**src/rtl/memory_arbiter_pkg.sv**
```systemverilog
// -----------------------------------------------------------------------------
// memory_arbiter_pkg
// Shared types and constants for the iCache/dCache main-memory arbiter.
//   state_t          : arbiter FSM encoding (IDLE / BUSY / RESP)
//   LINE_OFFSET_BITS : byte-offset bits inside a cache line, zeroed on MemAddr
//   arb_pick_d       : arbitration decision (1 = grant the dCache)
// -----------------------------------------------------------------------------
package memory_arbiter_pkg;

    typedef enum logic [1:0] {
        ST_IDLE = 2'd0,
        ST_BUSY = 2'd1,
        ST_RESP = 2'd2
    } state_t;

    localparam int LINE_OFFSET_BITS = 4;

    // dCache has priority, except right after a D grant while the iCache is
    // waiting: then the iCache goes first so neither side can be starved.
    function automatic logic arb_pick_d(input logic el_i,
                                        input logic el_d,
                                        input logic last_d);
        return el_d & ~(last_d & el_i);
    endfunction

endpackage

```
**src/rtl/memory_arbiter.sv**
```systemverilog
// -----------------------------------------------------------------------------
// memory_arbiter
// Arbitrates iCache line fills and dCache fills/writebacks onto a single
// main-memory port, one request outstanding at a time.
//
// Ports
//   clk, rst               : clock, asynchronous active-high reset
//   IReq, IAddr            : iCache fill request (level) and miss address
//   IReady, IData          : one-cycle completion pulse, returned line (held)
//   DReq, DWrite, DAddr,
//   DWData                 : dCache request (fill or writeback), addr, data
//   DReady, DRData         : one-cycle completion pulse, returned line (held)
//   MemReq, MemWrite,
//   MemAddr, MemWData      : registered main-memory request (line aligned)
//   MemReady, MemRData     : memory completion pulse and read line
// -----------------------------------------------------------------------------
module memory_arbiter
    import memory_arbiter_pkg::*;
#(
    parameter int WORD_SIZE = 32,
    parameter int LINE_SIZE = 128
) (
    input  logic                 clk,
    input  logic                 rst,
    input  logic                 IReq,
    input  logic [WORD_SIZE-1:0] IAddr,
    output logic                 IReady,
    output logic [LINE_SIZE-1:0] IData,
    input  logic                 DReq,
    input  logic                 DWrite,
    input  logic [WORD_SIZE-1:0] DAddr,
    input  logic [LINE_SIZE-1:0] DWData,
    output logic                 DReady,
    output logic [LINE_SIZE-1:0] DRData,
    output logic                 MemReq,
    output logic                 MemWrite,
    output logic [WORD_SIZE-1:0] MemAddr,
    output logic [LINE_SIZE-1:0] MemWData,
    input  logic                 MemReady,
    input  logic [LINE_SIZE-1:0] MemRData
);

    localparam logic [WORD_SIZE-1:0] ALIGN_MASK =
        {{(WORD_SIZE-LINE_OFFSET_BITS){1'b1}}, {LINE_OFFSET_BITS{1'b0}}};

    state_t               r_state;
    state_t               w_next_state;
    logic                 r_gnt_d;      // grant of the current/most recent transaction
    logic [LINE_SIZE-1:0] r_line;       // line captured from memory, pending RESP
    logic                 w_el_i;
    logic                 w_el_d;
    logic                 w_capture;
    logic                 w_pick_d;

    // A Ready pulse is high exactly in the IDLE cycle following RESP, so it
    // masks the just-served requester whose Req has not had time to drop.
    assign w_el_i = IReq & ~IReady;
    assign w_el_d = DReq & ~DReady;

    // FSM state register
    always_ff @(posedge clk or posedge rst) begin
        if (rst) begin
            r_state <= ST_IDLE;
        end else begin
            r_state <= w_next_state;
        end
    end

    // FSM next-state and capture/arbitration decision
    always_comb begin
        w_next_state = r_state;
        w_capture    = 1'b0;
        w_pick_d     = r_gnt_d;
        case (r_state)
            ST_IDLE: begin
                if (w_el_i || w_el_d) begin
                    w_capture    = 1'b1;
                    w_pick_d     = arb_pick_d(w_el_i, w_el_d, r_gnt_d);
                    w_next_state = ST_BUSY;
                end else begin
                    w_next_state = ST_IDLE;
                end
            end
            ST_BUSY: begin
                if (MemReady) begin
                    w_next_state = ST_RESP;
                end else begin
                    w_next_state = ST_BUSY;
                end
            end
            ST_RESP: begin
                w_next_state = ST_IDLE;
            end
            default: begin
                w_next_state = ST_IDLE;
            end
        endcase
    end

    // Memory-side request registers: loaded on capture, MemReq cleared on completion
    always_ff @(posedge clk or posedge rst) begin
        if (rst) begin
            r_gnt_d  <= 1'b0;
            MemReq   <= 1'b0;
            MemWrite <= 1'b0;
            MemAddr  <= {WORD_SIZE{1'b0}};
            MemWData <= {LINE_SIZE{1'b0}};
            r_line   <= {LINE_SIZE{1'b0}};
        end else begin
            if (w_capture) begin
                r_gnt_d  <= w_pick_d;
                MemReq   <= 1'b1;
                MemWrite <= w_pick_d & DWrite;
                MemAddr  <= (w_pick_d ? DAddr : IAddr) & ALIGN_MASK;
                if (w_pick_d && DWrite) begin
                    MemWData <= DWData;
                end
            end else if ((r_state == ST_BUSY) && MemReady) begin
                MemReq <= 1'b0;
                r_line <= MemRData;
            end
        end
    end

    // Requester-side response: one-cycle Ready pulse, data held between pulses
    always_ff @(posedge clk or posedge rst) begin
        if (rst) begin
            IReady <= 1'b0;
            DReady <= 1'b0;
            IData  <= {LINE_SIZE{1'b0}};
            DRData <= {LINE_SIZE{1'b0}};
        end else begin
            IReady <= 1'b0;
            DReady <= 1'b0;
            if (r_state == ST_RESP) begin
                if (r_gnt_d) begin
                    DReady <= 1'b1;
                    // writebacks return no data; keep the last filled line
                    if (!MemWrite) begin
                        DRData <= r_line;
                    end
                end else begin
                    IReady <= 1'b1;
                    IData  <= r_line;
                end
            end
        end
    end

endmodule
```
**config.mk**
```make
export PLATFORM = sky130hd
export DESIGN_NAME = memory_arbiter
export DESIGN_NICKNAME = d
export VERILOG_FILES = /design/src/rtl/memory_arbiter_pkg.sv /design/src/rtl/memory_arbiter.sv
export SDC_FILE = /design/constraint.sdc
export NUM_CORES = 1
export LEC_CHECK = 0
export ABC_AREA = 1
export ABC_CLOCK_PERIOD_IN_PS = 19600
export CAP_MARGIN = 20
export CORE_AREA = 2 2 291 293
export DETAILED_ROUTE_END_ITERATION = 10
export DIE_AREA = 0 0 293 295
export PLACE_DENSITY = 0.51
export SLEW_MARGIN = 20
export SYNTH_ARGS = -nofsm -noshare
export SYNTH_HDL_FRONTEND = slang
export SYNTH_SLANG_ARGS = --single-unit
```
**constraint.sdc**
```tcl
create_clock -name clk -period 19.6 [get_ports clk]
set_input_delay 3.92 -clock clk [delete_from_list [all_inputs] [get_ports clk]]
set_output_delay 3.92 -clock clk [all_outputs]
set_load 0.02 [all_outputs]
```
# --- After elaboration in Yosys (flattened, before gate mapping) ---
# Index checks and enable logic that the tools add are counted.
classes:
  reduce_logical: 9
  eq_ne: 2
  n_bitwise: 11
  mux: 14
ops:
  columns: ["op", "n"]
  rows:
  - ["2-to-1 mux 32 bit", 1]
  - ["2-to-1 mux 1 bit", 11]
  - ["inverter 1 bit", 6]
  - ["AND reduction 2 bit", 3]
  - ["AND 1 bit", 5]
  - ["case mux 2 bit (2 select lines)", 1]
  - ["AND reduction 3 bit", 1]
  - ["== test 2 x 1 -> 1 bit (second input constant)", 1]
  - ["== test 2 bit (second input constant)", 1]
  - ["logical AND 1 bit", 2]
  - ["zero test 2 bit", 1]
  - ["2-to-1 mux 2 bit", 1]
  - ["nonzero test 2 bit", 1]
  - ["logical OR 1 bit", 1]
word_totals:
  output_inout_bits: 420
  input_bits: 326
  regBits: 547

# --- Longest topological paths before layout ---
# Gate-level depths: netlist of run 1.
depth:
  ltp_word: 9
  ltp_mapped: 9
  depth_no_buf: 7

# --- Worst setup path before layout of run 1 ---
# No wires, ideal clock.
synth_path:
  path_kind: "input port to flip-flop"
  from: "input DReq"
  to: "register MemWData[100]"
  path_stages: 9
  slack_ps: 14739
  t_arrival_ps: 4744
  t_required_ps: 19483
  setup_time_ps: 117
  path_cell_list: "inv_1 -> nor2_1 -> nand2_2 -> nor2_4 -> nand2_1 -> buf_4 -> buf_6 -> nand2_1 -> nand2_1"
synth_via:
  elab_chain_cells: 6
  elab_cells_between_ends: 9
  cone_classes: "4 x mux; 2 x bitwise; 3 x reduce/logical"
synth_rtl:
  columns: ["element", "line_no", "text"]
  rows:
  - ["from (decl)", "memory_arbiter.sv:29", "input logic DReq,"]
  - ["AND 1 bit *", "memory_arbiter.sv:58", "assign w_el_d = DReq & ~DReady;"]
  - ["AND 1 bit / logical OR 1 bit (equally long branches)", "memory_arbiter_pkg.sv:23, memory_arbiter.sv:76", null]
  - ["2-to-1 mux 1 bit", "memory_arbiter.sv:76", "if (w_el_i || w_el_d) begin"]
  - ["2-to-1 mux 1 bit", "memory_arbiter.sv:74", "case (r_state)"]
  - ["logical AND 1 bit", "memory_arbiter.sv:115", "if (w_pick_d && DWrite) begin"]
  - ["AND reduction 2 bit (no line) *", null, null]
  - ["to (signal assigned)", "memory_arbiter.sv:107", "MemWData <= {LINE_SIZE{1'b0}};"]
  - ["to (signal assigned)", "memory_arbiter.sv:116", "MemWData <= DWData;"]
  - ["to (decl)", "memory_arbiter.sv:38", "output logic [LINE_SIZE-1:0] MemWData,"]
# Mark *: on every way between the ends. The rest lies on a longest branch, timed or not.
# A chain may end at the register's enable or synchronous reset.

==> qor_table.md, run 1 <==
| Stage | Quantity | Value |
|---|---|---|
| drt | Final ANT Viol Nets | 0 |
| drt | Via count | 16.95k |
| drt | Metal2 WL | 33420 µm |
| power | Reported leakage power | 14.39 nW |
| drt | Residual DRC | 0 |
| setup path | Capturing element type of the critical path | asynchronous set/reset pin |
| clocking | Clock buffer depth | 3 |
| clocking | Root Buffer | clkbuf_16 |
| power | Worst supply voltage drop on vdd | 0.08744 mV |
| finish | Signed area change from the synthesized netlist to the final layout | 47.50% |
| setup path | Depth of the most critical reg-to-reg path | 7 |
| outcome | Run status | completed |
| sta | Final Skew | 30.30 ps |
| sta | Slew headroom | 29.15% |
| power | Fraction of power spent switching nets | 39.28% |
| clocking | CTS tree | yes |
| clocking | Clock transition at path regs | 60 ps |
| power | PD cells | 178.3 mW/mm² |
| logic synthesis | Total of warnings raised by yosys | 0 |
| logic synthesis | Synthesized area per cell | 9.555 µm² |
| finish | Fill cell instance count of the final layout | 8466 |
| global route | Number of antenna violations at the first check in global routing | 9 |
| setup path | Critical path data arrival time | 7330 ps |
| clocking | CTS Buf Count | 61 |
| finish | Area of combinational cells with multiple inputs | 0.005773 mm² |
| finish | Fraction of final layout cells with drive strength greater than 1 | 4.651% |
| sta | Max Freq | 0.1494 GHz |
| place | Number of port buffers | 733 |
| floorplan | Core Region | 0.08316 mm² |
| sta | Setup repair after global routing missed its margin | no |
| finish | Commonest non-fill, non-tap cells in the layout | clkdlybuf4s50_1 (733), nand2_1 (702), dfrtp_1 (547) |
| global route | First-pass GRT wire length | 105500 µm |
| logic synthesis | Synthesized instance count | 2204 |
| clocking | H-tree depth reported by CTS | 2 |
| place | Post-placement worst setup slack | 12100 ps |
| sta | PnR worst setup slack | 12910 ps |
| sta | Transition time at the pin with the least slew margin | 1063 ps |
| setup path | Largest fanout on the critical path | 136 |
| drt | Total length of routed wires | 70720 µm |
| finish | Sequential cell area | 0.01369 mm² |
| drt | Uppermost metal layer occupied by signal nets | met5 |
| drt | Count of TritonRoute iterations in the first routing pass | 5 |
| sta | Sum of negative setup slack | 0 ps |
| logic synthesis | Number of unique standard cell types used by synthesis | 17 |
| drt | Routed met1 length | 27950 µm |
| floorplan | Die X-Extent | 293 µm |
| floorplan | Total die area | 0.08644 mm² |
| logic synthesis | Cell accounting for the most synthesized area | dfrtp_1 |
| worst hold path | Path type of the worst min-delay path | reg2reg |
| floorplan | Row Count | 106 |
| worst hold path | Hold Crit Depth | 2 |
| floorplan | Effective utilization at floorplan | 25.32% |
| drt | Routed met3 length | 7634 µm |
| power | Internal power contribution | 3.363 mW |
| sta | Max-slew violation count | 0 |
| drt | DR WL/cell | 17.64 µm |
| setup path | Critical R2R Launch | r_gnt_d |
| logic synthesis | Number of register bits inferred by synthesis | 547 |
| flow run | Count of maximum capacitance violations | 0 |
| logic synthesis | Area contributors post-synth | dfrtp_1 (65%), nand2_1 (13%), o21ai_0 (6.3%) |
| finish | Most frequent standard cell in the layout excluding fill and tap cells | clkdlybuf4s50_1 |
| global route | Maximum number of pins on one net before global-route repair | 178 |
| clocking | Count of cells resized by post-cts repair | 0 |
| global route | GRT Overall Usage | 15.78% |
| setup path | Startpoint-to-endpoint class of the critical path | in2async |
| sta | Final setup vio count | 0 |
| finish | Final instance count without filler cells | 4009 |
| clocking | CTS hold repair buffers | 0 |
| power | Switching power summed over all nets | 2.176 mW |
| drt | DRC violation total after the first TritonRoute iteration | 980 |
| logic synthesis | Sequential cell area fraction in the yosys report | 65.00% |
| drt | Detailed-route vias per instance | 4.227 |
| setup path | Element type at the critical path start | input port |
| finish | Final layout net count | 3201 |
| place | Placer Congestion | 0.7662 |
| place | DP HPWL | 48580 µm |
| global route | Final global-route overflow total | 0 |
| floorplan | Die height | 295 µm |
| power | Relative contribution of combinational cells to total power | 44.4% |
| global route | Number of global-route vias before repair | 16.63k |
| setup path | Worst path required time | 20240 ps |
| clocking | Post-CTS setup buffers | 0 |
| place | # placed instances | 3892 |
| setup path | Startpoint of the worst setup timing path | rst |
| sta | Minimum clock period | 6693 ps |
| sta | Crit share post-route | 34.15% |
| logic synthesis | Area share of the leading cell type in the synthesized netlist | 65.00% |
| clocking | Clk_lat worst skew | 630 ps |
| sta | Hold Fails Final Rpt | 0 |
| logic synthesis | Total standard cell area after synthesis | 0.02106 mm² |
| worst hold path | Startpoint of the tightest hold check path | MemWData[80] |
| power | Clock group share of total power | 20.4% |
| clocking | Sink count of the clock tree | 547 |
| power | Sequential Power Share | 35.1% |
| floorplan | Number of top-level pins | 746 |
==> metrics by stage <==
step	power (mW)	utilization [%]	hold WS (ps)	area, µm²
floorplan	3.201	-	491.9	21070
global placement	4.436	34.92	453.1	29040
detailed placement	4.464	34.96	457.4	29070
CTS	5.630	37.34	472.5	31050
global route	5.916	37.34	485.2	31050
finish	5.538	37.35	468.6	31060
==> cell families (layout without fill, tap and decap cells) <==
| logic type | Yosys count | after routing | synth area share [%] |
|---|---|---|---|
| other | 1 | 9 | 0.01781 |
| flip-flops | 547 | 547 | 65.00 |
| AND/OR/NAND/NOR | 929 | 929 | 18.01 |
| buffers and inverters | 341 | 1058 | 7.795 |
| AO/OA/AOI/OAI | 386 | 386 | 9.174 |
==> layout make-up <==
cell class / count / share of cell area [%]
Multi-Input combinational cell: 1319 / 18.59
Timing Repair Buffer: 752 / 24.18
Inverter: 194 / 2.393
Tap cell: 1080 / 4.350
Antenna cell: 5 / 0.04028
Clock buffer: 82 / 5.555
Sequential cell: 547 / 44.07
Clock inverter: 30 / 0.8257
==> worst max-delay path: stages <==
cell and delay [ps]:
clkdlybuf4s50_1 490, inv_8 530, buf_4 850, buf_4 660, buf_12 550
==> state kept, by name, indices dropped and copies added (netlist names) <==
register / flops
IReady: 1
MemWrite: 1
MemWData: 128
MemReq: 1
DRData: 128
DReady: 1
r_line: 128
r_state: 2
MemAddr: 28
IData: 128
r_gnt_d: 1
==> synth_stat cells, drive strengths merged <==
cell type	number
conb	1
nor2	5
clkbuf	13
buf	134
o21ai	386
nor3	1
dfrtp	547
inv	194
nand3	215
nand2	708
==> worst paths after layout <==
kind,slack [ps],end
max,12910,IData[44]
min,470,MemWData[80]
max reg2reg,16070,DRData[48]
min reg2reg,470,MemWData[80]
max in group clk,13050,MemWData[62]
min in group asynchronous,3850,MemWData[2]
==> power by group through the flow <==
stage	Clock (mW)	Sequential [mW]	Combinational [mW]
3_3_place_gp	0	1.95	2.49
3_5_place_dp	0	1.96	2.51
4_1_cts	1.17	1.95	2.51
5_1_grt	1.22	2.01	2.69
6_report	1.13	1.95	2.46
2_1_floorplan	0	2.46	0.736
==> metal layers <==
layer,global-route usage (%),vias up
met5,0,-
met4,4.178,14
met3,7.037,108
met2,26.11,558
met1,18.61,7925
li1,-,8343
Power figures use the tool's default switching activity.
==> inputs of run 2 (changes only) <==
--- a/config.mk
+++ b/config.mk
@@ -6,7 +6,7 @@
 export NUM_CORES = 1
 export LEC_CHECK = 0
 export ABC_AREA = 1
-export ABC_CLOCK_PERIOD_IN_PS = 19600
+export ABC_CLOCK_PERIOD_IN_PS = 5400
 export CAP_MARGIN = 20
 export CORE_AREA = 2 2 291 293
 export DETAILED_ROUTE_END_ITERATION = 10
==> constraint.sdc (replaced) <==
create_clock -name clk -period 5.4 [get_ports clk]
set_input_delay 1.08 -clock clk [delete_from_list [all_inputs] [get_ports clk]]
set_output_delay 1.08 -clock clk [all_outputs]
set_load 0.02 [all_outputs]
==> run 2 against run 1 <==
Compared with the run above: utilization up 0.46 points; largest cell class unchanged; via count up 0.63%; global-route usage up 0.73 points; flip-flop and latch count unchanged; highest routed layer unchanged; critical path type is now in2reg; design area up 1.2%.
==> qor_table.md, run 2 (synthesis gave the netlist of run 1 again) <==
| Stage | Quantity | Value | vs previous |
|---|---|---|---|
| outcome | Run status | completed |  |
| setup path | Largest fanout on the critical path | 75 | -45% |
| floorplan | Effective utilization at floorplan | 25.32% | unchanged |
| setup path | Startpoint of the worst setup timing path | IReq |  |
| worst hold path | Startpoint of the tightest hold check path | MemWData[28] |  |
| drt | Via count | 17.05k | +0.63% |
| floorplan | Number of top-level pins | 746 | unchanged |
| flow run | Count of maximum capacitance violations | 0 | unchanged |
| global route | Number of global-route vias before repair | 17.12k | +2.9% |
| power | Power Total | 20.54 mW | +270% |
| setup path | Critical path data arrival time | 3670 ps | -3660 ps |
| drt | Residual DRC | 0 | unchanged |
| floorplan | Core Region | 0.08316 mm² | unchanged |
| global route | Final global-route overflow total | 0 | unchanged |
| setup path | Crit path cell chain | clkdlybuf4s50_1, inv_1, nor2_1, nand3_4, buf_4, nand2_4, buf_4, nand2_1, nand2_1 |  |
| place | Cell area reported after detailed placement | 0.02923 mm² | +0.56% |
| floorplan | Die height | 295 µm | unchanged |
| drt | Count of TritonRoute iterations in the first routing pass | 5 | unchanged |
| setup path | Element type at the critical path start | input port |  |
| finish | Fraction of final layout cells with drive strength greater than 1 | 4.935% | +0.28 points |
| clocking | Clk_lat worst skew | 610 ps | -20 ps |
| floorplan | Row Count | 106 | unchanged |
| place | # placed instances | 3904 | +0.31% |
| sta | Final Skew | 34.19 ps | +3.890 ps |
| setup path | Slowest stage cell, crit path | buf_4 |  |
| clocking | Post-CTS setup buffers | 0 | unchanged |
| sta | Minimum clock period | 3179 ps |  |
| finish | Final layout net count | 3218 | +0.53% |
| power | PD cells | 653.1 mW/mm² | +270% |
| finish | Final instance count without filler cells | 4025 | +0.40% |
| sta | Max Freq | 0.3146 GHz |  |
| setup path | Critical R2R Launch | r_state[0] |  |
| power | Reported leakage power | 14.56 nW | +1.2% |
| finish | Commonest non-fill, non-tap cells in the layout | clkdlybuf4s50_1 (733), nand2_1 (702), dfrtp_1 (547) |  |
| finish | Most frequent standard cell in the layout excluding fill and tap cells | clkdlybuf4s50_1 |  |
| floorplan | Die X-Extent | 293 µm | unchanged |
| place | DP HPWL | 50940 µm | +4.9% |
| power | Worst supply voltage drop on vdd | 0.3863 mV | +340% |
| global route | Number of antenna violations at the first check in global routing | 13 | +4 |
| place | Number of port buffers | 733 | unchanged |
| global route | GRT Overall Usage | 16.51% | +0.73 points |
| finish | Signed area change from the synthesized netlist to the final layout | 49.33% |  |
| sta | Crit share post-route | 58.86% |  |
| drt | Detailed-route vias per instance | 4.237 | +0.23% |
| clocking | Clock buffer depth | 3 | unchanged |
| clocking | Clock transition at path regs | 60 ps | about the same |
| sta | Final setup vio count | 0 | unchanged |
| sta | PnR worst setup slack | 2221 ps | -10690 ps |
| sta | Transition time at the pin with the least slew margin | 1096 ps | +33.37 ps |
| setup path | Startpoint-to-endpoint class of the critical path | in2reg |  |
| clocking | CTS tree | yes |  |
| drt | Final ANT Viol Nets | 0 | unchanged |
| drt | DR WL/cell | 18.08 µm | +2.5% |
| finish | Post-route cell area | 0.03145 mm² | +1.2% |
| floorplan | Total die area | 0.08644 mm² | unchanged |
| clocking | H-tree depth reported by CTS | 3 | +1 |
| sta | Sum of negative setup slack | 0 ps | unchanged |
| clocking | CTS hold repair buffers | 0 | unchanged |
| global route | Maximum number of pins on one net before global-route repair | 205 | +15% |
| finish | Fill cell instance count of the final layout | 8469 | +0.035% |
| worst hold path | Path type of the worst min-delay path | reg2reg |  |
| place | Placer Congestion | 0.7752 | +1.2% |
| clocking | Root Buffer | clkbuf_16 |  |
| setup path | Worst path required time | 5890 ps | -14350 ps |
| sta | Max-slew violation count | 0 | unchanged |
| drt | Total length of routed wires | 72780 µm | +2.9% |
| global route | First-pass GRT wire length | 109900 µm | +4.2% |
| sta | Setup repair after global routing missed its margin | no |  |
| drt | DRC violation total after the first TritonRoute iteration | 1001 | +2.1% |
| sta | Hold Fails Final Rpt | 0 | unchanged |
| clocking | Sink count of the clock tree | 547 | unchanged |
| clocking | Count of cells resized by post-cts repair | 0 | unchanged |
| setup path | Capturing element type of the critical path | flop |  |
| setup path | Worst stage delay on the critical path | 650 ps | -200 ps |
| sta | Slew headroom | 26.93% | -2.2 points |
| place | Post-placement worst setup slack | 1612 ps | -10490 ps |
| clocking | CTS Buf Count | 66 | +8.2% |
-- run 2: cell count changes in the layout (fill, tap and decap cells not counted), moves of 2 or more --
cell,previous run,this run
buf_12,1,9
clkinv_2,20,13
clkbuf_16,61,67
buf_4,17,22
clkbuf_1,9,14
clkbuf_8,12,7
clkinv_16,1,4
bufinv_16,2,4
diode_2,5,7
inv_16,0,2
-- run 2: area by class of cell --
cell class,instances,area [µm²],share of cell area (%)
diodes,7,17.52,0.05570
clock buffers,88,1826,5.805
clock inverters,26,370.4,1.178
inverters,194,739.5,2.351
multi-input cells,1319,5773,18.36
flip-flops and latches,547,13690,43.53
well taps,1080,1351,4.297
repair buffers,764,7682,24.43
-- run 2: report_power, final --
part           switching, mW  internal, mW
Combinational           5.19          3.76
Sequential             0.987          6.11
Clock                   1.87          2.61
-- run 2: stage by stage --
step | hold slack (ps) | utilization, %
2_1_floorplan | 491.9 | -
5_1_grt | 485.3 | 37.80
3_5_place_dp | 457.6 | 35.15
6_report | 467.8 | 37.82
4_1_cts | 471.7 | 37.79
3_3_place_gp | 452.9 | 35.15
-- run 2: critical path, delay by kind of cell --
family                 cells  cell delay (ps)
buffers and inverters      4             1540
and+or+nand+nor            5              910
-- run 2: final timing paths --
check	end	slack, ps	cells past startpoint
hold reg to reg	MemWData[28]	470	2
hold / removal	MemWData[28]	470	2
min in group asynchronous	IData[20]	930	2
setup / recovery	MemWData[32]	2220	9
max in group asynchronous	IData[8]	3300	4
setup reg to reg	MemWData[32]	2640	7
-- run 2: layer usage --
metal	track usage [%]	share of wire (%)
met5	0	0.15
met4	5.553	2.7
met3	6.886	9.8
met2	27.12	48
met1	19.47	40
